<file path="src/rtl/pipeline_ctrl.sv">
// pipeline_ctrl -- hazard / stall / flush controller for a 5-stage in-order pipe.
//
// Watches the ID, EX and MEM stages and decides each cycle whether to stall,
// bubble or flush the pipe, and whether to redirect the PC. All control
// outputs are Mealy (combinational from state and inputs), so a hazard is
// acted on in the cycle it is seen. Only state_o is a register.
//
// Optional feature: define PIPELINE_CTRL_PERF_EN to add saturating
// performance counters stall_cnt_o / flush_cnt_o.
//
// Parameters
//   MEM_TIMEOUT   max MEM_WAIT cycles before a data access is abandoned (2..255)
//   FLUSH_CYCLES  cycles flush_o stays high per redirect (1..7)
//   CNT_W         performance counter width
//
// Ports
//   clk, reset_n                  clock, async active-low reset
//   id_rs1/rs2_addr_i, *_used_i   ID-stage source operands
//   ex_rd_addr_i, ex_reg_wr_sig_i, ex_is_load_i   EX-stage destination info
//   mem_br_taken_i, mem_new_pc_i  MEM-stage redirect request and target
//   mem_access_i, dmem_ready_i    MEM-stage data access handshake
//   stall_{if,id,ex,mem}_o        hold PC / IF-ID / ID-EX / EX-MEM
//   bubble_ex_o                   insert NOP into ID/EX
//   flush_o                       clear IF/ID, ID/EX, EX/MEM
//   pc_load_o, pc_target_o        PC redirect (target 0 when not loading)
//   dmem_timeout_o                one-cycle pulse when an access is abandoned
//   state_o                       RUN=0 LOAD_USE=1 MEM_WAIT=2 REDIRECT=3
//   stall_cnt_o, flush_cnt_o      (PERF_EN only) stall cycles / redirect events
module pipeline_ctrl #(
  parameter int MEM_TIMEOUT  = 16,
  parameter int FLUSH_CYCLES = 2,
  parameter int CNT_W        = 32
) (
  input  logic             clk,
  input  logic             reset_n,
  input  logic [4:0]       id_rs1_addr_i,
  input  logic [4:0]       id_rs2_addr_i,
  input  logic             id_rs1_used_i,
  input  logic             id_rs2_used_i,
  input  logic [4:0]       ex_rd_addr_i,
  input  logic             ex_reg_wr_sig_i,
  input  logic             ex_is_load_i,
  input  logic             mem_br_taken_i,
  input  logic [31:0]      mem_new_pc_i,
  input  logic             mem_access_i,
  input  logic             dmem_ready_i,
  output logic             stall_if_o,
  output logic             stall_id_o,
  output logic             stall_ex_o,
  output logic             stall_mem_o,
  output logic             bubble_ex_o,
  output logic             flush_o,
  output logic             pc_load_o,
  output logic [31:0]      pc_target_o,
  output logic             dmem_timeout_o,
  output logic [1:0]       state_o
`ifdef PIPELINE_CTRL_PERF_EN
  ,
  output logic [CNT_W-1:0] stall_cnt_o,
  output logic [CNT_W-1:0] flush_cnt_o
`endif
);

  typedef enum logic [1:0] {
    RUN      = 2'd0,
    LOAD_USE = 2'd1,
    MEM_WAIT = 2'd2,
    REDIRECT = 2'd3
  } state_t;

  localparam logic [7:0] MT_L = 8'(MEM_TIMEOUT);
  localparam logic [3:0] FC_L = 4'(FLUSH_CYCLES);

  state_t      state_q, state_d;
  logic [7:0]  wcnt_q, wcnt_d;   // MEM_WAIT cycle index, 1 on first wait cycle
  logic [2:0]  fcnt_q, fcnt_d;   // flush cycles already issued for this redirect
  logic [31:0] tgt_q, tgt_d;     // captured redirect target

  logic mem_wait, load_use;
  logic stall_fe_c, stall_be_c, bubble_c, flush_c, pc_load_c, tmo_c;

  assign mem_wait = mem_access_i & ~dmem_ready_i;
  assign load_use = ex_is_load_i & ex_reg_wr_sig_i & (ex_rd_addr_i != 5'd0) &
                    ((id_rs1_used_i & (id_rs1_addr_i == ex_rd_addr_i)) |
                     (id_rs2_used_i & (id_rs2_addr_i == ex_rd_addr_i)));

  // Decision logic. stall_fe covers IF/ID, stall_be covers EX/MEM; load-use
  // only holds the front end and bubbles EX, a memory wait freezes everything.
  always_comb begin
    state_d    = state_q;
    wcnt_d     = wcnt_q;
    fcnt_d     = fcnt_q;
    tgt_d      = tgt_q;
    stall_fe_c = 1'b0;
    stall_be_c = 1'b0;
    bubble_c   = 1'b0;
    flush_c    = 1'b0;
    pc_load_c  = 1'b0;
    tmo_c      = 1'b0;
    case (state_q)
      RUN, LOAD_USE: begin
        if (mem_wait) begin
          stall_fe_c = 1'b1;
          stall_be_c = 1'b1;
          wcnt_d     = 8'd1;
          state_d    = MEM_WAIT;
        end else if (mem_br_taken_i) begin
          pc_load_c = 1'b1;
          flush_c   = 1'b1;
          tgt_d     = mem_new_pc_i;
          fcnt_d    = 3'd1;
          state_d   = (FLUSH_CYCLES == 1) ? RUN : REDIRECT;
        end else if (load_use && state_q == RUN) begin
          // The instruction after a load-use stall re-presents the same
          // operands; by then the load has moved on, so don't stall twice.
          stall_fe_c = 1'b1;
          bubble_c   = 1'b1;
          state_d    = LOAD_USE;
        end else begin
          state_d = RUN;
        end
      end
      MEM_WAIT: begin
        if (dmem_ready_i) begin
          state_d = RUN;
        end else if (wcnt_q == MT_L) begin
          tmo_c   = 1'b1;
          state_d = RUN;
        end else begin
          stall_fe_c = 1'b1;
          stall_be_c = 1'b1;
          wcnt_d     = wcnt_q + 8'd1;
        end
      end
      REDIRECT: begin
        flush_c = 1'b1;
        if (({1'b0, fcnt_q} + 4'd1) >= FC_L) begin
          state_d = RUN;
        end else begin
          fcnt_d = fcnt_q + 3'd1;
        end
      end
      default: state_d = RUN;
    endcase
  end

  always_ff @(posedge clk or negedge reset_n) begin
    if (!reset_n) begin
      state_q <= RUN;
      wcnt_q  <= '0;
      fcnt_q  <= '0;
      tgt_q   <= '0;
    end else begin
      state_q <= state_d;
      wcnt_q  <= wcnt_d;
      fcnt_q  <= fcnt_d;
      tgt_q   <= tgt_d;
    end
  end

  // Outputs are gated by reset_n so asserting reset silences them at once,
  // even though they are combinational from live inputs.
  assign stall_if_o     = reset_n & stall_fe_c;
  assign stall_id_o     = reset_n & stall_fe_c;
  assign stall_ex_o     = reset_n & stall_be_c;
  assign stall_mem_o    = reset_n & stall_be_c;
  assign bubble_ex_o    = reset_n & bubble_c;
  assign flush_o        = reset_n & flush_c;
  assign pc_load_o      = reset_n & pc_load_c;
  assign pc_target_o    = pc_load_o ? mem_new_pc_i : 32'd0;
  assign dmem_timeout_o = reset_n & tmo_c;
  assign state_o        = state_q;

  // The captured target must match what was presented on the redirect cycle.
  a_tgt_capture: assert property (@(posedge clk) disable iff (!reset_n)
    pc_load_o |=> (tgt_q == $past(mem_new_pc_i)));

`ifdef PIPELINE_CTRL_PERF_EN
  always_ff @(posedge clk or negedge reset_n) begin
    if (!reset_n) begin
      stall_cnt_o <= '0;
      flush_cnt_o <= '0;
    end else begin
      if (stall_if_o && stall_cnt_o != {CNT_W{1'b1}})
        stall_cnt_o <= stall_cnt_o + 1'b1;
      if (pc_load_o && flush_cnt_o != {CNT_W{1'b1}})
        flush_cnt_o <= flush_cnt_o + 1'b1;
    end
  end
`endif

endmodule

</file>
<file path="config.mk">
export PLATFORM = sky130hd
export DESIGN_NAME = pipeline_ctrl
export DESIGN_NICKNAME = d
export VERILOG_FILES = /design/src/rtl/pipeline_ctrl.sv
export SDC_FILE = /design/constraint.sdc
export NUM_CORES = 1
export LEC_CHECK = 0
export CORE_MARGIN = 2
export CORE_UTILIZATION = 30
export CTS_CLUSTER_DIAMETER = 100
export DETAILED_ROUTE_END_ITERATION = 8
export PLACE_DENSITY = 0.78
export SLEW_MARGIN = 10
export SYNTH_ARGS = -nofsm -noshare
export SYNTH_HDL_FRONTEND = slang
export SYNTH_SLANG_ARGS = --single-unit
</file>
<file path="constraint.sdc">
create_clock -name clk -period 2.4 [get_ports clk]
set_input_delay 0.48 -clock clk [delete_from_list [all_inputs] [get_ports clk]]
set_output_delay 0.48 -clock clk [all_outputs]
set_load 0.01 [all_outputs]
</file>
==> report_table.html, run 1 <==
<table>
<tr><th>Metric</th><th>Value</th></tr>
<tr><th colspan="2">Clock network</th></tr>
<tr><td>CTS sink count</td><td>13</td></tr>
<tr><td>CTS max path bufs</td><td>2</td></tr>
<tr><td>CTS H-Tree Depth</td><td>1</td></tr>
<tr><td>CTS root buf</td><td>clkbuf_8</td></tr>
<tr><td>Cts-stage hold buffer count</td><td>0</td></tr>
<tr><td>Worst-skew pair later-pin latency</td><td>roughly 240 ps</td></tr>
<tr><td>Total CTS buffers</td><td>3</td></tr>
<tr><td>Clock tree from TritonCTS</td><td>built</td></tr>
<tr><td>Worst-path clk slew</td><td>50 ps</td></tr>
<tr><th colspan="2">STA</th></tr>
<tr><td>Slew @ Worst Pin</td><td>296 ps</td></tr>
<tr><td>Highest clock rate</td><td>426 MHz</td></tr>
<tr><td>Final hold viol count</td><td>0</td></tr>
<tr><td>Worst hold slack</td><td>between 300 and 400 ps</td></tr>
<tr><td>Total count of max-transition violations in the final report</td><td>0</td></tr>
<tr><td>Clk_skew</td><td>8.42 ps</td></tr>
<tr><td># setup viols final</td><td>0</td></tr>
<tr><td>Minimum period implied by the final worst setup slack</td><td>2350 ps</td></tr>
<tr><td>Post-route fraction of the period consumed by the critical path</td><td>0.978</td></tr>
<tr><td>Relative slew slack</td><td>0.801</td></tr>
<tr><td>Final TNS setup</td><td>0 ps</td></tr>
<tr><th colspan="2">Layout</th></tr>
<tr><td>Share of layout cells above drive strength 1</td><td>0.219</td></tr>
<tr><td>Final Net Count</td><td>321</td></tr>
<tr><td>Highest-count cells in the layout ignoring fill and taps</td><td>clkdlybuf4s50_1, and2_1, dlygate4sd2_1, buf_4, clkdlybuf4s15_1</td></tr>
<tr><td>Fill cell count</td><td>342</td></tr>
<tr><td>Area growth from synthesis to layout</td><td>102%</td></tr>
<tr><td>Total inserted antenna cells</td><td>0</td></tr>
<tr><td>Commonest non-fill, non-tap cell in the layout</td><td>clkdlybuf4s50_1</td></tr>
<tr><th colspan="2">Detailed routing</th></tr>
<tr><td>Vias/cell</td><td>4.52</td></tr>
<tr><td>DR iter-0 viols</td><td>10</td></tr>
<tr><td>Number of detailed-route iterations in the first pass</td><td>4</td></tr>
<tr><td>WL/cell</td><td>roughly 12 um</td></tr>
<tr><td>Post-Route WL</td><td>3.76 mm</td></tr>
<tr><td>Antenna Nets Post-Route</td><td>0</td></tr>
<tr><td>Detailed-route via count</td><td>1401</td></tr>
<tr><td>Count of unresolved DRC violations after routing</td><td>0</td></tr>
<tr><th colspan="2">Worst setup path</th></tr>
<tr><td>R2R cell count</td><td>4</td></tr>
<tr><td>Worst endpoint data arrival time</td><td>1870 ps</td></tr>
<tr><td>Reg2Reg Setup Slack</td><td>790 ps</td></tr>
<tr><td>Capture point of the worst reg-to-reg path</td><td>fcnt_q[0]</td></tr>
<tr><td>Critical path capture point type</td><td>primary output</td></tr>
<tr><td>Capture point of the worst path</td><td>stall_if_o</td></tr>
<tr><td>WP data required</td><td>1920 ps</td></tr>
<tr><td>Critical path class</td><td>in2out</td></tr>
<tr><td>Launching instance or port of the critical path</td><td>ex_rd_addr_i[2]</td></tr>
<tr><td>Startpoint Class</td><td>input port</td></tr>
<tr><td>RR Startpoint</td><td>fcnt_q[0]</td></tr>
<tr><td>Largest driver fanout on the critical path</td><td>3</td></tr>
<tr><th colspan="2">Yosys</th></tr>
<tr><td>Ys flop type</td><td>dfrtp_1</td></tr>
<tr><td>Post-synthesis async set-or-reset flop share</td><td>1.00</td></tr>
<tr><td>Count of flip-flops with a built-in enable after synthesis</td><td>0</td></tr>
<tr><td>Number of storage elements in the synthesis netlist</td><td>13</td></tr>
<tr><td>Number of library cell types mapped by synthesis</td><td>between 40 and 50</td></tr>
<tr><td>Sequential share of the synthesized area</td><td>0.268</td></tr>
<tr><td>Post-synthesis area per instance</td><td>8.74 sq um</td></tr>
<tr><td>Netlist area before placement</td><td>0.00121 sq mm</td></tr>
<tr><td>Number of cells produced by synthesis</td><td>139</td></tr>
<tr><td>Yosys synthesis warning count</td><td>0</td></tr>
<tr><td>Post-Syn Nets</td><td>199</td></tr>
<tr><th colspan="2">Floorplan</th></tr>
<tr><td>Number of core rows</td><td>23</td></tr>
<tr><td>Die Footprint</td><td>0.00457 sq mm</td></tr>
<tr><td>I/O pins</td><td>98</td></tr>
<tr><td>Core box area</td><td>0.00394 sq mm</td></tr>
<tr><td>Floorplan die width</td><td>67.6 um</td></tr>
<tr><td>Die Height</td><td>67.6 um</td></tr>
<tr><td>Initial standard-cell utilization of the core</td><td>0.308</td></tr>
<tr><th colspan="2">GRT</th></tr>
<tr><td>Pin count of the biggest net entering global routing</td><td>18</td></tr>
<tr><td>GR Overflow Total</td><td>0</td></tr>
<tr><td>Global-route wire length before repair</td><td>approximately 5.7 mm</td></tr>
<tr><td>Initial antenna violation count</td><td>0</td></tr>
<tr><td>Overall routing resource usage</td><td>0.163</td></tr>
<tr><td>Via count of the first global-routing pass</td><td>1320</td></tr>
<tr><th colspan="2">Place</th></tr>
<tr><td>Final estimated routing congestion in global placement</td><td>0.758</td></tr>
<tr><td># port buffers</td><td>97</td></tr>
<tr><td>Post-detailed-placement half-perimeter wirelength</td><td>3.09 mm</td></tr>
<tr><th colspan="2">Worst hold path</th></tr>
<tr><td>Path type of the worst min-delay path</td><td>in2async</td></tr>
<tr><th colspan="2">Power and ir drop</th></tr>
<tr><td>Leakage component of the power</td><td>between 1 and 1.5 nW</td></tr>
<tr><td>Power density over the cells</td><td>roughly 430 mW/mm^2</td></tr>
<tr><td>Worst IR Drop VDD</td><td>0.000246 V</td></tr>
<tr><th colspan="2">Outcome</th></tr>
<tr><td>Status</td><td>complete, no violations</td></tr>
<tr><th colspan="2">Run</th></tr>
<tr><td>Max-cap check violation count</td><td>0</td></tr>
</table>
==> state kept, by name, summed over array words and instances (netlist names) <==
signal   flops
state_o      2
wcnt_q       8
fcnt_q       3
==> worst min path at each step <==
stage / depth (start not counted) / startpoint / end / slack, ps
2_1_floorplan: 0 / reset_n / fcnt_q[0] / 180
3_3_place_gp: 1 / fcnt_q[2] / fcnt_q[2] / 490
3_5_place_dp: 1 / fcnt_q[2] / fcnt_q[2] / 510
4_1_cts: 1 / fcnt_q[2] / fcnt_q[2] / 520
5_1_grt: 3 / reset_n / state_o[0] / 340
6_report: 3 / reset_n / state_o[0] / 330
==> synth_stat cells (2+ instances only) <==
master | number | area share
and3_1 | 2 | 0.010
o21ai_0 | 4 | 0.016
a21oi_1 | 3 | 0.012
nand3_1 | 5 | 0.021
nor3_1 | 2 | 0.0082
inv_1 | 5 | 0.015
o31ai_1 | 2 | 0.012
clkbuf_2 | 2 | 0.0082
ha_1 | 4 | 0.041
dfrtp_1 | 13 | 0.27
nand2_1 | 6 | 0.019
nor4_2 | 2 | 0.021
nand4_1 | 2 | 0.010
and2_1 | 35 | 0.18
buf_4 | 3 | 0.019
xnor2_1 | 3 | 0.022
nor2_1 | 11 | 0.034
xor2_1 | 12 | 0.087
==> repair_timing <==
item | in CTS | in global routing
endpoints found under the setup margin | 40 | 16
buffers inserted | 3 | 1
resized for setup | 74 | 21
pin swaps | 7 | 5
cloned | 1 | 0
==> per-layer routing <==
metal / part of all wire / up-vias / track usage / routed length (um)
met1: 0.35 / 616 / 0.167 / 1320
met4: 0.0056 / 0 / 0.0459 / 21
li1: - / 707 / - / -
met2: 0.52 / 76 / 0.316 / 1940
met5: 0 / - / 0 / 0
met3: 0.13 / 2 / 0.0450 / 476
==> metrics by stage <==
stage	setup WS [ps]	cells	cell area [sq um]	utilization	power [W]
after detailed placement	-657	302	2380	0.605	0.000876
after CTS	2.40	309	2430	0.617	0.00107
after global routing	-8.80	310	2450	0.621	0.00114
after floorplan	197	139	1210	-	0.000551
after global placement	-614	302	2380	0.605	0.000867
final	53.5	310	2450	0.621	0.00106
==> final cells by class <==
cell class,instances,area (sq um),share of cell area
Timing Repair Buffer,124,1150,0.468
Multi-Input combinational cell,114,851,0.347
Sequential cell,13,325,0.133
Tap cell,50,62.6,0.0255
Clock buffer,3,41.3,0.0169
Inverter,5,18.8,0.00766
Clock inverter,1,5.00,0.00204
==> logic make-up (layout without fill, tap and decap cells) <==
| group | after synthesis | in the layout | synth area share |
|---|---|---|---|
| simple gates | 79 | 79 | 0.415 |
| flops | 13 | 13 | 0.268 |
| mux | 1 | 1 | 0.00927 |
| fa+ha+maj | 4 | 4 | 0.0412 |
| compound gates | 15 | 15 | 0.103 |
| buf+inv | 12 | 133 | 0.0556 |
| xor+xnor | 15 | 15 | 0.108 |
==> critical path: stages <==
cell,delay (ps)
dlygate4sd2_1,250
buf_4,140
or4_1,510
o21ai_2,230
o31ai_2,110
buf_2,140
==> power by group <==
part	switching (W)	leakage, nW	total (W)	internal [W]
registers	0.0000261	0.170	0.000283	0.000257
clock network	0.0000815	0.0255	0.000196	0.000115
logic	0.000243	0.997	0.000578	0.000335
Power figures use the tool's default switching activity.
==> run 2: changes to the inputs <==
--- a/config.mk
+++ b/config.mk
@@ -9,7 +9,7 @@
 export CORE_UTILIZATION = 30
 export CTS_CLUSTER_DIAMETER = 100
 export DETAILED_ROUTE_END_ITERATION = 8
-export PLACE_DENSITY = 0.78
+export PLACE_DENSITY = 0.73
 export SLEW_MARGIN = 10
 export SYNTH_ARGS = -nofsm -noshare
 export SYNTH_HDL_FRONTEND = slang
==> run 2 against run 1 <==
Cell area rose by 2.5%; sequential cell count is the same; sequential share of layout area down 0.32 points; count of clock-buffer cells in the layout is the same; worst setup slack improved by 17 ps; largest power group unchanged; maximum frequency increased by 0.75%; power is 5.4% higher; clock power grew 4%.
==> report_table.html, run 2 (synthesis gave the netlist of run 1 again) <==
<table>
<tr><th>Metric</th><th>Value</th></tr>
<tr><th colspan="2">Outcome</th></tr>
<tr><td>Status</td><td>complete, no violations (unchanged)</td></tr>
<tr><th colspan="2">Layout</th></tr>
<tr><td>Commonest non-fill, non-tap cell in the layout</td><td>clkdlybuf4s50_1 (unchanged)</td></tr>
<tr><td>Fill cell count</td><td>329 (was 342)</td></tr>
<tr><td>Count of placed standard cells in the final layout, fillers left out</td><td>316 (was 310)</td></tr>
<tr><td>Share of layout cells above drive strength 1</td><td>0.241 (was 0.219)</td></tr>
<tr><td>Final Net Count</td><td>327 (was 321)</td></tr>
<tr><td>Total inserted antenna cells</td><td>0 (unchanged)</td></tr>
<tr><td>Area growth from synthesis to layout</td><td>107% (was 102%)</td></tr>
<tr><td>Highest-count cells in the layout ignoring fill and taps</td><td>clkdlybuf4s50_1, dlygate4sd2_1, and2_1, buf_4, dfrtp_1 (was clkdlybuf4s50_1, and2_1, dlygate4sd2_1, buf_4, clkdlybuf4s15_1)</td></tr>
<tr><td>Number of flip-flops in the largest register</td><td>8 (unchanged)</td></tr>
<tr><td>Reg with most FFs</td><td>wcnt_q (unchanged)</td></tr>
<tr><th colspan="2">STA</th></tr>
<tr><td>Highest clock rate</td><td>429 MHz (was 426 MHz)</td></tr>
<tr><td># setup viols final</td><td>0 (unchanged)</td></tr>
<tr><td>Setup ws final</td><td>70.9 ps (was 53.5 ps)</td></tr>
<tr><td>Clk_skew</td><td>4.22 ps (was 8.42 ps)</td></tr>
<tr><td>Total count of max-transition violations in the final report</td><td>0 (unchanged)</td></tr>
<tr><td>Final hold viol count</td><td>0 (unchanged)</td></tr>
<tr><td>Relative slew slack</td><td>0.790 (was 0.801)</td></tr>
<tr><td>Final TNS setup</td><td>0 ps (unchanged)</td></tr>
<tr><td>Post-route fraction of the period consumed by the critical path</td><td>0.970 (was 0.978)</td></tr>
<tr><td>Slew @ Worst Pin</td><td>312 ps (was 296 ps)</td></tr>
<tr><td>Minimum period implied by the final worst setup slack</td><td>2330 ps (was 2350 ps)</td></tr>
<tr><th colspan="2">GRT</th></tr>
<tr><td>Pin count of the biggest net entering global routing</td><td>18 (unchanged)</td></tr>
<tr><td>Via count of the first global-routing pass</td><td>1308 (was 1320)</td></tr>
<tr><td>GR Overflow Total</td><td>0 (unchanged)</td></tr>
<tr><td>Initial antenna violation count</td><td>0 (unchanged)</td></tr>
<tr><td>Overall routing resource usage</td><td>0.164 (was 0.163)</td></tr>
<tr><td>Global-route wire length before repair</td><td>5.70 mm (unchanged)</td></tr>
<tr><th colspan="2">Detailed routing</th></tr>
<tr><td>Detailed-route via count</td><td>1418 (was 1401)</td></tr>
<tr><td>DR iter-0 viols</td><td>21 (was 10)</td></tr>
<tr><td>WL/cell</td><td>12.2 um (was 12.1 um)</td></tr>
<tr><td>Antenna Nets Post-Route</td><td>0 (unchanged)</td></tr>
<tr><td>Vias/cell</td><td>4.49 (was 4.52)</td></tr>
<tr><td>Post-Route WL</td><td>3.86 mm (was 3.76 mm)</td></tr>
<tr><td>Number of detailed-route iterations in the first pass</td><td>4 (unchanged)</td></tr>
<tr><td>Count of unresolved DRC violations after routing</td><td>0 (unchanged)</td></tr>
<tr><th colspan="2">Place</th></tr>
<tr><td>Placement Setup Slack</td><td>-664 ps (was -657 ps)</td></tr>
<tr><td>Final estimated routing congestion in global placement</td><td>0.739 (was 0.758)</td></tr>
<tr><td>Cell total after placement</td><td>305 (was 302)</td></tr>
<tr><td>Post-detailed-placement half-perimeter wirelength</td><td>3.10 mm (was 3.09 mm)</td></tr>
<tr><td># port buffers</td><td>97 (unchanged)</td></tr>
<tr><th colspan="2">Power and ir drop</th></tr>
<tr><td>Combinational power share</td><td>0.564 (was 0.546)</td></tr>
<tr><td>Design internal power</td><td>0.000743 W (was 0.000707 W)</td></tr>
<tr><td>Worst IR Drop VDD</td><td>0.000221 V (was 0.000246 V)</td></tr>
<tr><td>Clock share of power</td><td>0.182 (was 0.185)</td></tr>
<tr><td>Power density over the cells</td><td>444 mW/mm^2 (was 431 mW/mm^2)</td></tr>
<tr><td>Sequential share of power</td><td>0.254 (was 0.268)</td></tr>
<tr><td>Leakage component of the power</td><td>1.26 nW (was 1.19 nW)</td></tr>
<tr><td>Switching Power</td><td>0.000371 W (was 0.000350 W)</td></tr>
<tr><td>Switch share</td><td>0.333 (was 0.331)</td></tr>
<tr><th colspan="2">Run</th></tr>
<tr><td>Max-cap check violation count</td><td>0 (unchanged)</td></tr>
<tr><th colspan="2">Floorplan</th></tr>
<tr><td>Initial standard-cell utilization of the core</td><td>0.308 (unchanged)</td></tr>
<tr><td>Floorplan die width</td><td>67.6 um (unchanged)</td></tr>
<tr><td>Die Height</td><td>67.6 um (unchanged)</td></tr>
<tr><td>I/O pins</td><td>98 (unchanged)</td></tr>
<tr><td>Number of core rows</td><td>23 (unchanged)</td></tr>
<tr><td>Die Footprint</td><td>0.00457 sq mm (unchanged)</td></tr>
<tr><td>Core box area</td><td>0.00394 sq mm (unchanged)</td></tr>
<tr><th colspan="2">Clock network</th></tr>
<tr><td>Worst-path clk slew</td><td>60 ps (was 50 ps)</td></tr>
<tr><td>Worst-skew pair later-pin latency</td><td>250 ps (was 240 ps)</td></tr>
<tr><td>CTS H-Tree Depth</td><td>1 (unchanged)</td></tr>
<tr><td>CTS sink count</td><td>13 (unchanged)</td></tr>
<tr><td>Clock tree from TritonCTS</td><td>built (unchanged)</td></tr>
<tr><td>CTS root buf</td><td>clkbuf_8 (unchanged)</td></tr>
<tr><td>CTS max path bufs</td><td>2 (unchanged)</td></tr>
<tr><td>Total CTS buffers</td><td>3 (unchanged)</td></tr>
<tr><th colspan="2">Worst setup path</th></tr>
<tr><td>Largest driver fanout on the critical path</td><td>3 (unchanged)</td></tr>
<tr><td>Startpoint Class</td><td>input port (unchanged)</td></tr>
<tr><td>WP data required</td><td>1920 ps (about the same)</td></tr>
<tr><td>Critical path class</td><td>in2out (unchanged)</td></tr>
<tr><td>Worst endpoint data arrival time</td><td>1850 ps (was 1870 ps)</td></tr>
<tr><td>Critical path capture point type</td><td>primary output (unchanged)</td></tr>
<tr><th colspan="2">Worst hold path</th></tr>
<tr><td>Path type of the worst min-delay path</td><td>in2async (unchanged)</td></tr>
</table>
==> run 2: final cells by class <==
type                            count  area [sq um]  area share
Tap cell                           50          62.6      0.0249
Clock buffer                        3          41.3      0.0164
Sequential cell                    13           325       0.130
Multi-Input combinational cell    114           860       0.342
Clock inverter                      1          5.00     0.00199
Inverter                            5          18.8     0.00747
Timing Repair Buffer              130          1200       0.477
==> run 2: critical path, cell delays in order <==
cell	delay, ps
dlygate4sd2_1	250
buf_4	140
or4_1	510
o21ai_2	220
o31ai_2	110
buf_2	150
==> run 2: metrics by stage <==
step	cell area (sq um)	power [W]	utilization	hold slack, ps
2_1_floorplan	1210	0.000551	-	184
3_3_place_gp	2410	0.000880	0.611	488
3_5_place_dp	2410	0.000892	0.611	514
4_1_cts	2470	0.00110	0.627	186
5_1_grt	2510	0.00119	0.637	198
6_report	2510	0.00111	0.637	191
==> run 2: layer usage <==
layer  routed length, um  global-route usage  up-vias
met2                1960               0.313       76
met4                  25              0.0459        0
met1                1420               0.175      619
met3                 459              0.0417        4
li1                    -                   -      719
met5                   0                   0        -
==> run 2: timing repair <==
item / 4_1_cts / 5_1_grt
pin swaps: 7 / 7
resized for setup: 80 / 12
gates cloned: 1 / 0
setup buffers: 3 / 3
hold buffers: 0 / 0
endpoints found under the setup margin: 40 / 5
==> run 2: final timing paths <==
check | to | startpoint | slack (ps) | cells after the start
min in group clk | fcnt_q[2] | fcnt_q[2] | 520 | 1
worst max register to register | fcnt_q[0] | fcnt_q[0] | 780 | 4
max in group asynchronous | fcnt_q[1] | reset_n | 1750 | 3
worst min register to register | fcnt_q[2] | fcnt_q[2] | 520 | 1
worst max-delay path | stall_if_o | ex_rd_addr_i[2] | 70 | 6
worst min-delay path | state_o[1] | reset_n | 190 | 1
==> run 2: power by group through the flow <==
stage | Sequential (W) | Clock [W] | Combinational (W)
2_1_floorplan | 0.000302 | 0 | 0.000249
3_3_place_gp | 0.000285 | 0 | 0.000595
3_5_place_dp | 0.000287 | 0 | 0.000606
4_1_cts | 0.000283 | 0.000205 | 0.000613
5_1_grt | 0.000287 | 0.000215 | 0.000689
6_report | 0.000283 | 0.000203 | 0.000628
==> RTL change 1, RTL diff (config.mk and constraints of run 1) <==
Add a define of `PIPELINE_CTRL_PERF_EN`.
--- a/src/rtl/pipeline_ctrl.sv
+++ b/src/rtl/pipeline_ctrl.sv
@@ -26,6 +26,8 @@
 //   dmem_timeout_o                one-cycle pulse when an access is abandoned
 //   state_o                       RUN=0 LOAD_USE=1 MEM_WAIT=2 REDIRECT=3
 //   stall_cnt_o, flush_cnt_o      (PERF_EN only) stall cycles / redirect events
+`define PIPELINE_CTRL_PERF_EN
+
 module pipeline_ctrl #(
   parameter int MEM_TIMEOUT  = 16,
   parameter int FLUSH_CYCLES = 2,
Function (old outputs only; new: flush_cnt_o and stall_cnt_o): kept (equiv_simple and equiv_induct, registers matched by name and starting in step).
==> RTL change 1 against run 1 <==
  * The flow now finishes with violations (setup timing)
  * Die area rose to 3.2 times the old value
  * Core utilization is 12 points lower
  * Worst setup slack got worse by 290 ps
  * Via count increased to 2.8 times the old value
  * Sequential share of layout area rose by 15 points
  * Power increased to 4.1 times the old value
  * Design area grew to 2.7 times the old value
  * Sequential cell count increased by 64
  * Wire length grew to 3.3 times the old value
  * Area after synthesis rose to 3.4 times the old value
  * Clock skew up 1.1 ps
  * Critical path depth down 1
  * Register-to-register slack lost 910 ps
  * Global-route usage is 0.43 points lower
  * Highest routed layer unchanged
==> RTL change 1: results (changes against run 1) <==
Synth Area in Compound Gates = 3.41% (-6.9 points)
First-pass GRT wire length = 18.7 mm (+230%)
Register area = 1930 um2 (+490%)
Post-synthesis mux area share = 1.09% (+0.16 points)
CP max stage cell = or4_4
Violated checks = setup timing
M1 wire length = 4.73 mm (+260%)
Vias in the first global route = 3934 (+200%)
Area contributors post-synth = dfrtp_1 46%, xnor2_1 12%, and2_1 5.3%
Xor and xnor area share after synthesis = 16.2% (+5.4 points)
Clock latency on the worst-skew pair = 340 ps (+100 ps)
Routability cong. = 0.873 (+15%)
Fin Setup TNS = -1020 ps (-1020 ps)
Slew Limit Headroom = 53.9% (-26 points)
Final worst slack = -233 ps (-287 ps)
Global-route usage over all layers = 15.8% (-0.43 points)
Setup Viol. Count Final = 6 (+6)
Placed Cells = 787 (+160%)
Metal3 WL = 917 um (+93%)
WP data arrival = 2150 ps (+280 ps)
Post-Place Setup Slack = -648 ps (+8.44 ps)
Worst Skew = 9.50 ps (+1.08 ps)
Clock Power = 1470 uW (+650%)
DR iter-0 viols = 135 (+125)
Status = finished with violations
Post-Route WL = 12.2 mm (+230%)
Clock share of power = 34.3% (+16 points)
Synth cell types = 43 (+4.9%)
Placed Area = 6240 um2 (+160%)
Root buf cell = clkbuf_16
CP top delay family = compound AO/OA/AOI/OAI gates
Final #Nets = 694 (+120%)
Number of gates resized after cts = 170 (+130%)
H-tree levels = 3 (+2)
Met2 Routed Length = 6.25 mm (+220%)
Clock buffer count from CTS = 9 (+6)
Layout fillers = 1169 (+240%)
Vias per std cell = 4.88 (+8.0%)
==> RTL change 1: routing by layer <==
metal / vias up / track usage (%)
met2: 139 / 28.2
met3: 24 / 5.34
met4: 0 / 5.60
met1: 1929 / 17.6
li1: 1878 / -
met5: - / 0
==> RTL change 1: worst paths after layout <==
| check | cells past startpoint | slack, ps | endpoint | from |
|---|---|---|---|---|
| min in group clk | 1 | 500 | flush_cnt_o[31] | flush_cnt_o[31] |
| setup reg to reg | 7 | -120 | stall_cnt_o[1] | wcnt_q[7] |
| setup / recovery | 5 | -230 | stall_id_o | wcnt_q[7] |
| hold reg to reg | 1 | 500 | flush_cnt_o[31] | flush_cnt_o[31] |
| hold / removal | 2 | 200 | wcnt_q[1] | reset_n |
| max in group asynchronous | 3 | 1300 | stall_cnt_o[19] | reset_n |
==> RTL change 1: final cells by class <==
cell class,instances,share of cell area (%)
repair buffers,213,30.0
well taps,176,3.27
multi-input cells,321,32.7
flip-flops and latches,77,28.6
inverters,10,0.595
clock buffers,10,3.55
clock inverters,6,1.25
==> RTL change 2, RTL diff (config.mk and constraints of run 1) <==
Made on the original files. Put a register stage on the output `dmem_timeout_o`, cleared by the reset. The value now appears one clock later. The other outputs are not delayed to match. Comments in the files are not updated.
--- a/src/rtl/pipeline_ctrl.sv
+++ b/src/rtl/pipeline_ctrl.sv
@@ -168,7 +168,13 @@
   assign flush_o        = reset_n & flush_c;
   assign pc_load_o      = reset_n & pc_load_c;
   assign pc_target_o    = pc_load_o ? mem_new_pc_i : 32'd0;
-  assign dmem_timeout_o = reset_n & tmo_c;
+  always_ff @(posedge clk or negedge reset_n) begin
+    if (!reset_n) begin
+      dmem_timeout_o <= '0;
+    end else begin
+      dmem_timeout_o <= reset_n & tmo_c;
+    end
+  end
   assign state_o        = state_q;
 
   // The captured target must match what was presented on the redirect cycle.
Behaviour: same outputs for any inputs over 10 cycles, from zero or initial values and one cycle with reset_n low; that may be too few to reach the edited logic, so the function may still have changed.
==> RTL change 2 against run 1 <==
  * Power is 6.8% higher
  * Sequential cell count is 1 higher
  * Wire length is 18% higher
  * Worst setup slack worse by 16 ps
  * Design area is 1.7% lower
  * Sequential share of layout area is 1.3 points higher
  * Via count is 9.4% higher
  * Cell count stayed put
  * Clock power is 17% higher
  * Largest power group unchanged
  * Highest routed layer is now met3
  * Area after synthesis is 2.6% lower
  * Critical endpoint is now stall_id_o
==> RTL change 2: results (changes against run 1) <==
Register area = 350 um2 (+7.7%)
GRT met3 Usage = 5.91% (+1.4 points)
Routability cong. = 0.811 (+7.0%)
Synth Net Count = 201 (+1.0%)
Fraction of cell area in non-clock buffers = 45.2% (-1.5 points)
M1 GR Usage = 19.9% (+3.2 points)
Global-route usage over all layers = 18.6% (+2.3 points)
Placed Area = 2320 um2 (-2.6%)
Worst vdd ir = 0.000448 V (+82%)
Layout cells sized above 1 = 36.3% (+14 points)
Static Leak = 0.00131 uW (+9.8%)
Max FO, Critical Path = 2 (-1)
Non-clk invs = 6 (+1)
Worst Skew = 3.28 ps (-5.13 ps)
Synth Register Bits = 14 (+1)
Register area share after synthesis = 29.6% (+2.8 points)
Largest net degree at the start of global routing = 39 (+21)
Met2 GRT Util = 36.0% (+4.4 points)
Post-Place Setup Slack = -688 ps (-31.7 ps)
Via count = 1532 (+9.4%)
Footprint of the multi-input gates = 831 um2 (-2.4%)
Status = finished, final reports clean
Antenna violations before repair = 0 (unchanged)
DR iter-0 viols = 63 (+53)
Post-CTS Setup Inserts = 6 (+3)
Post-Syn Area = 1180 um2 (-2.6%)
Count of multi-input gates = 111 (-2.6%)
Vias in the first global route = 1423 (+7.8%)
Clock Tree Buf Depth = 2 (unchanged)
Number of gates resized after cts = 159 (+110%)
First-pass GRT wire length = 6.39 mm (+12%)
Count of plain and timing-repair buffers = 127 (+2.4%)
Most common library cells after synthesis = 32 x and3_1, 14 x dfrtp_1, 9 x xor2_1
Hpwl dp = 3.20 mm (+3.3%)
Final #Nets = 323 (+0.62%)
Worst-Margin Slew = 372 ps (+76.5 ps)
Sequential cell area share = 14.5% (+1.3 points)
WP data arrival = 1880 ps
Clock buf/inv share = 2.29% (+0.40 points)
Clk_buf instances = 4 (+1)
-- RTL change 2: cell count changes after synthesis, sizes merged, moves of 3 or more --
cell | before | now
clkbuf | 2 | 7
and2 | 36 | 5
xor2 | 12 | 9
and3 | 2 | 32
nand3 | 5 | 2
nor2 | 11 | 7
nor3 | 2 | 5
-- RTL change 2: through the flow --
stage                     power, uW  cells  hold slack (ps)
after floorplan                 548    141              184
after CTS                      1100    308              399
after global routing           1210    310              427
after detailed placement        842    295              502
after global placement          834    295              484
final                          1130    310              402
-- RTL change 2: routing by layer --
metal / vias up / part of all wire (%)
li1: 751 / -
met2: 69 / 53
met1: 712 / 37
met4: 0 / 0
met3: 0 / 9.4
met5: - / 0
-- RTL change 2: final timing paths --
kind | startpoint | end | slack (ps) | depth (start not counted)
setup reg to reg | wcnt_q[3] | state_o[1] | 660 | 4
hold / removal | reset_n | wcnt_q[5] | 400 | 2
setup / recovery | wcnt_q[3] | stall_id_o | 40 | 5
min in group clk | fcnt_q[2] | fcnt_q[2] | 510 | 1
hold reg to reg | fcnt_q[2] | fcnt_q[2] | 510 | 1
max in group asynchronous | reset_n | fcnt_q[0] | 1530 | 3
-- RTL change 2: power breakdown --
part | internal, uW | switching, uW
combinational | 343 | 245
sequential | 275 | 36.8
clock | 145 | 83.3
total | 763 | 365
-- RTL change 2: kinds of logic after synthesis --
group,count (synthesis),synth area share [%]
muxes,2,1.80
xor gates and xnor gates,14,10.4
adders and majority gates,4,4.23
and+or+nand+nor,77,39.1
DFF,14,29.6
buffers and inverters,16,5.81
AOI/OAI and AO/OA,14,9.09
-- RTL change 2: worst max-delay path: stages (launching register included) --
cell,delay (ps)
dfrtp_1,380
or4_4,550
o31a_4,310
o21ai_4,150
o41ai_2,100
buf_2,150
